$ cat config.mk
export PLATFORM = sky130hd
export DESIGN_NAME = uart_rx_core
export DESIGN_NICKNAME = d
export VERILOG_FILES = /design/src/rtl/uart_rx_core.sv
export SDC_FILE = /design/constraint.sdc
export NUM_CORES = 1
export LEC_CHECK = 0
export ABC_AREA = 1
export CORE_MARGIN = 8
export CORE_UTILIZATION = 40
export CTS_CLUSTER_SIZE = 30
export DETAILED_ROUTE_END_ITERATION = 6
export HOLD_SLACK_MARGIN = 0.03
export PLACE_DENSITY = 0.56
export SETUP_SLACK_MARGIN = 0.4
export SLEW_MARGIN = 40
export SYNTH_ARGS = -nofsm -noshare
export SYNTH_HDL_FRONTEND = slang
export SYNTH_SLANG_ARGS = --single-unit
$ cat constraint.sdc
create_clock -name clk -period 3.83 [get_ports clk]
set_clock_uncertainty 0.05 [all_clocks]
set_input_delay 0.766 -clock clk [delete_from_list [all_inputs] [get_ports clk]]
set_output_delay 0.766 -clock clk [all_outputs]
set_load 0.02 [all_outputs]
$ cat src/rtl/uart_rx_core.sv
// UART receiver: 8 data bits, no parity, one stop bit, mid-bit sampling from a
// synchronized serial line. Reports good bytes and framing errors as single-cycle pulses.
//
// state     | meaning
// ----------|------------------------------------------------------------
// IDLE      | line idle, waiting for rxd_s to fall
// START     | timing to the middle of the start bit, rejecting glitches
// DATA      | sampling 8 data bits at bit centres, LSB first
// STOP      | timing to the middle of the stop bit, then checking it
// WAIT_IDLE | after a framing error, waiting for the line to return high
module uart_rx_core #(
   parameter int CLKS_PER_BIT = 5208
) (
   input  logic       clk,
   input  logic       rst_n,
   input  logic       UART_RXD,
   output logic [7:0] RX_DATA,
   output logic       RX_DONE,
   output logic       RX_FERR,
   output logic       RX_BUSY
);

   localparam int CNT_W = $clog2(CLKS_PER_BIT);
   localparam logic [CNT_W-1:0] CNT_BIT  = CNT_W'(CLKS_PER_BIT - 1);
   localparam logic [CNT_W-1:0] CNT_HALF = CNT_W'((CLKS_PER_BIT - 1) / 2);

   typedef enum logic [2:0] {
      S_IDLE,
      S_START,
      S_DATA,
      S_STOP,
      S_WAIT_IDLE
   } state_t;

   state_t           state, state_nxt;
   logic [CNT_W-1:0] cnt, cnt_nxt;
   logic [2:0]       idx, idx_nxt;
   logic [7:0]       shreg, shreg_nxt;
   logic [7:0]       rx_data, rx_data_nxt;
   logic             rx_done, rx_done_nxt;
   logic             rx_ferr, rx_ferr_nxt;
   logic             rxd_meta, rxd_s;

   // Synchronizer resets to the idle level so reset never looks like a start bit.
   always_ff @(posedge clk or negedge rst_n) begin
      if (!rst_n) begin
         rxd_meta <= 1'b1;
         rxd_s    <= 1'b1;
      end else begin
         rxd_meta <= UART_RXD;
         rxd_s    <= rxd_meta;
      end
   end

   always_ff @(posedge clk or negedge rst_n) begin
      if (!rst_n) begin
         state   <= S_IDLE;
         cnt     <= '0;
         idx     <= '0;
         shreg   <= '0;
         rx_data <= '0;
         rx_done <= 1'b0;
         rx_ferr <= 1'b0;
      end else begin
         state   <= state_nxt;
         cnt     <= cnt_nxt;
         idx     <= idx_nxt;
         shreg   <= shreg_nxt;
         rx_data <= rx_data_nxt;
         rx_done <= rx_done_nxt;
         rx_ferr <= rx_ferr_nxt;
      end
   end

   // Bit timers are down-counters loaded on entry; each phase acts at terminal count.
   always_comb begin
      state_nxt   = state;
      cnt_nxt     = cnt;
      idx_nxt     = idx;
      shreg_nxt   = shreg;
      rx_data_nxt = rx_data;
      rx_done_nxt = 1'b0;
      rx_ferr_nxt = 1'b0;
      case (state)
         S_IDLE: begin
            cnt_nxt = '0;
            idx_nxt = '0;
            if (!rxd_s) begin
               state_nxt = S_START;
               cnt_nxt   = CNT_HALF;
            end
         end
         S_START: begin
            if (cnt == '0) begin
               if (!rxd_s) begin
                  state_nxt = S_DATA;
                  cnt_nxt   = CNT_BIT;
                  idx_nxt   = '0;
               end else begin
                  state_nxt = S_IDLE;
                  cnt_nxt   = '0;
               end
            end else begin
               cnt_nxt = cnt - CNT_W'(1);
            end
         end
         S_DATA: begin
            if (cnt == '0) begin
               shreg_nxt[idx] = rxd_s;
               cnt_nxt        = CNT_BIT;
               idx_nxt        = idx + 3'd1;
               if (idx == 3'd7) state_nxt = S_STOP;
            end else begin
               cnt_nxt = cnt - CNT_W'(1);
            end
         end
         S_STOP: begin
            if (cnt == '0) begin
               if (rxd_s) begin
                  rx_data_nxt = shreg;
                  rx_done_nxt = 1'b1;
                  state_nxt   = S_IDLE;
               end else begin
                  rx_ferr_nxt = 1'b1;
                  state_nxt   = S_WAIT_IDLE;
               end
            end else begin
               cnt_nxt = cnt - CNT_W'(1);
            end
         end
         S_WAIT_IDLE: begin
            cnt_nxt = '0;
            if (rxd_s) state_nxt = S_IDLE;
         end
         default: begin
            state_nxt = S_IDLE;
            cnt_nxt   = '0;
            idx_nxt   = '0;
         end
      endcase
   end

   assign RX_DATA = rx_data;
   assign RX_DONE = rx_done;
   assign RX_FERR = rx_ferr;
   assign RX_BUSY = (state != S_IDLE);

endmodule
==> impl_metrics.toml <==
[outcome]
status = "completed"

[synth]
synth.top_cells.by_area = "dfrtp_1 (44%), nand2_1 (17%), inv_1 (6.4%)"
ys_seq_area_share_pct = 46.1
synth_top_family_by_area = "simple AND/OR/NAND/NOR gates"
synthAdderAreaFrac_pct = 2.36
yosys_warnings = 0
synth_seq_cells = 39
synth_area_per_cell_um2 = 7.53
synth_cells = 282
synthTopCellsByCount = "nand2_1 (95), dfrtp_1 (37), inv_1 (36), nor2_1 (26), nand3_1 (22)"
synth_top_area_share_pct = 43.6
synth_edf_count = 0
synth_area_mm2 = 0.00212
yosysTopAreaCell = "dfrtp_1"
synth-compound-area-share_pct = 8.31
synthSimpleGateAreaFrac_pct = 33.8
syn-num-nets = 289
synth-xor-area-share_pct = 2.06
synthMuxAreaShare_pct = 0
post-synth-top-count-cell = "nand2_1"
synthFlopType = "dfrtp_1"
synth_cell_type_count = 30
async_reset_ff_share_pct = 100

[sta]
setup_violations = 0
worst_pin_slew_ns = 0.583
finalCritPeriodShare_pct = 63.1
hold_viol_final = 0
slew-limit-headroom_pct = 61.0
period_needed_ns = 2.42
slew_violations = 0
fin_tns_setup_ns = 0
max_clock_freq_mhz = 414
worst_slack_ns = 1.41
rsz0062_at_grt = "no"

[clocking]
htreeDepth = 2
cts_setup_buffers = 0
cts.clk_slew.worst_paths_ns = 0.08
cts_buffer_depth = 2
clock_latency_ns = 0.28
cts_resized = 0
cts-root-buf = "clkbuf_8"
cts-buffers-inserted = 5
ctsHoldBuffers = 0
clock_sinks = 39
tritoncts = "yes"

[worst_hold_path]
hold_class = "reg2reg"
min-delay-start = "rxd_meta$_DFF_PN1_"
holdPathStages = 0
hold_end = "rxd_s$_DFF_PN1_"

[floorplan]
die_y_um = 88.9
start_util_pct = 41.6
num_rows = 26
core_region_area_mm2 = 0.00511
die_area_mm2 = 0.00790
io_pins = 14
die_x_um = 88.9

[grt]
grt_use_total_pct = 13.2
grt_pass1_vias = 1649
antenna_found_initial = 0
grt_pass1_wl_um = 8050
overflow = 0
grt_max_degree = 40

[power_and_ir_drop]
p_per_area_mw_per_mm2 = 290
ir_drop_v = 0.000139
total_power_uw = 699
leakage_nw = 1.19

[placed_design]
gp_congestion = 0.833
dpl.hpwl_um = 3280
io_buffer_count = 13
post-place-ws_ns = 1.75

[setup_path]
slowest_stage = "clkdlybuf4s50_1"
cp.buffers_inverters = 1
cp_cell_sequence = "nor2_1 -> nand2_1 -> clkdlybuf4s50_1"
required_ns = 3.01
crit_fanout = 4
start_kind = "flip-flop"
max_stage_delay_ns = 0.55
path_delay_family = "buffers and inverters"
rr_worst_depth = 10
worst-setup-path-type = "reg2out"
r2r_end = "cnt[1]$_DFFE_PN0P_"
worstSetupEndpointType = "output pin"
rr_startpoint = "cnt[5]$_DFFE_PN0P_"
cp.arrival_ns = 1.60
reg2reg_slack_ns = 1.82

[drt]
ant_nets = 0
vias = 1735
wl_per_cell_um = 12.3
drtIter0Drc = 178
drc_errors = 0
wl_um = 4560
drt_pass1_iterations = 4
via_per_inst = 4.68

[finish]
multi_input_area_um2 = 987
drive_gt1_share_pct = 7.97
final_nets = 307
regArea_um2 = 978
antenna_cells = 0
area_growth_pct = 13.4
n_fill_cell = 542

[flow_run]
maxCapViolations = 0
## worst max-delay path by stage
stage | startpoint | depth (start not counted) | to | slack, ns
final | state[2]$_DFFE_PN0P_ | 3 | RX_BUSY | 1.41
after global routing | state[2]$_DFFE_PN0P_ | 3 | RX_BUSY | 1.27
after CTS | state[2]$_DFFE_PN0P_ | 3 | RX_BUSY | 1.43
after detailed placement | state[2]$_DFFE_PN0P_ | 3 | RX_BUSY | 1.75
after global placement | state[0]$_DFFE_PN0P_ | 3 | RX_BUSY | 1.78
after floorplan | cnt[0]$_DFFE_PN0P_ | 9 | RX_DATA[0]$_DFFE_PN0P_ | 2.13
## routing by layer
metal  wire (um)  vias up  track usage, %
li1            -      927               -
met1        2360      764            19.3
met2        1920       39            19.0
met3         239        5            2.23
met4          44        0            4.15
met5           0        -               0
## sequential cells by signal, indices dropped and copies added, names as in the netlist
name	cells
RX_DATA	8
RX_DONE	1
cnt	13
shreg	8
rxd_meta	1
state	3
rxd_s	1
RX_FERR	1
idx	3
## logic make-up after synthesis
group | after synthesis
adders and majority gates | 4
AOI/OAI and AO/OA | 33
buffers and inverters | 40
DFF | 39
and+or+nand+nor | 161
xor gates and xnor gates | 5
## stage by stage
step	hold slack (ns)	std cells	instance area, um^2	util [%]
6_report	0.308	371	2410	47.2
5_1_grt	0.318	371	2410	47.2
3_5_place_dp	0.297	363	2320	45.5
3_3_place_gp	0.298	363	2320	45.4
2_1_floorplan	0.295	282	2120	-
4_1_cts	0.310	371	2410	47.2
## worst register-to-register path, cell delays in order, from the launching register on
cell	delay, ns
dfrtp_1	0.43
nor2_2	0.23
nand2_1	0.17
nor2_4	0.20
nand2_1	0.27
nand2_1	0.13
nand2_1	0.18
nand2_1	0.11
nand2_1	0.05
nand2_1	0.05
nand2_1	0.05
## cell usage in the layout, fill, tap and decap left out, drive strengths merged
master / instances
a211oi: 1
a21oi: 8
buf: 1
clkbuf: 6
clkdlybuf4s50: 12
clkinv: 1
clkinvlp: 1
dfrtp: 37
dfstp: 2
ha: 4
inv: 38
nand2: 98
nand3: 22
nand3b: 1
nand4: 2
nor2: 31
nor3: 3
nor4: 2
o21ai: 21
o21bai: 1
o22ai: 2
or2: 2
xnor2: 1
xor2: 4
## final cells by class
cell class | count | area share [%]
Clock buffer | 6 | 3.01
Clock inverter | 2 | 0.519
Inverter | 38 | 5.92
Multi-Input combinational cell | 203 | 41.0
Sequential cell | 39 | 40.6
Tap cell | 70 | 3.64
Timing Repair Buffer | 13 | 5.30
## report_power, final
part	switching [mW]	internal, mW	leakage, nW
registers	0.000993	0.413	0.486
logic	0.0108	0.00220	0.667
clock network	0.145	0.127	0.0412
No activity file was read; power rests on OpenSTA's default activity.
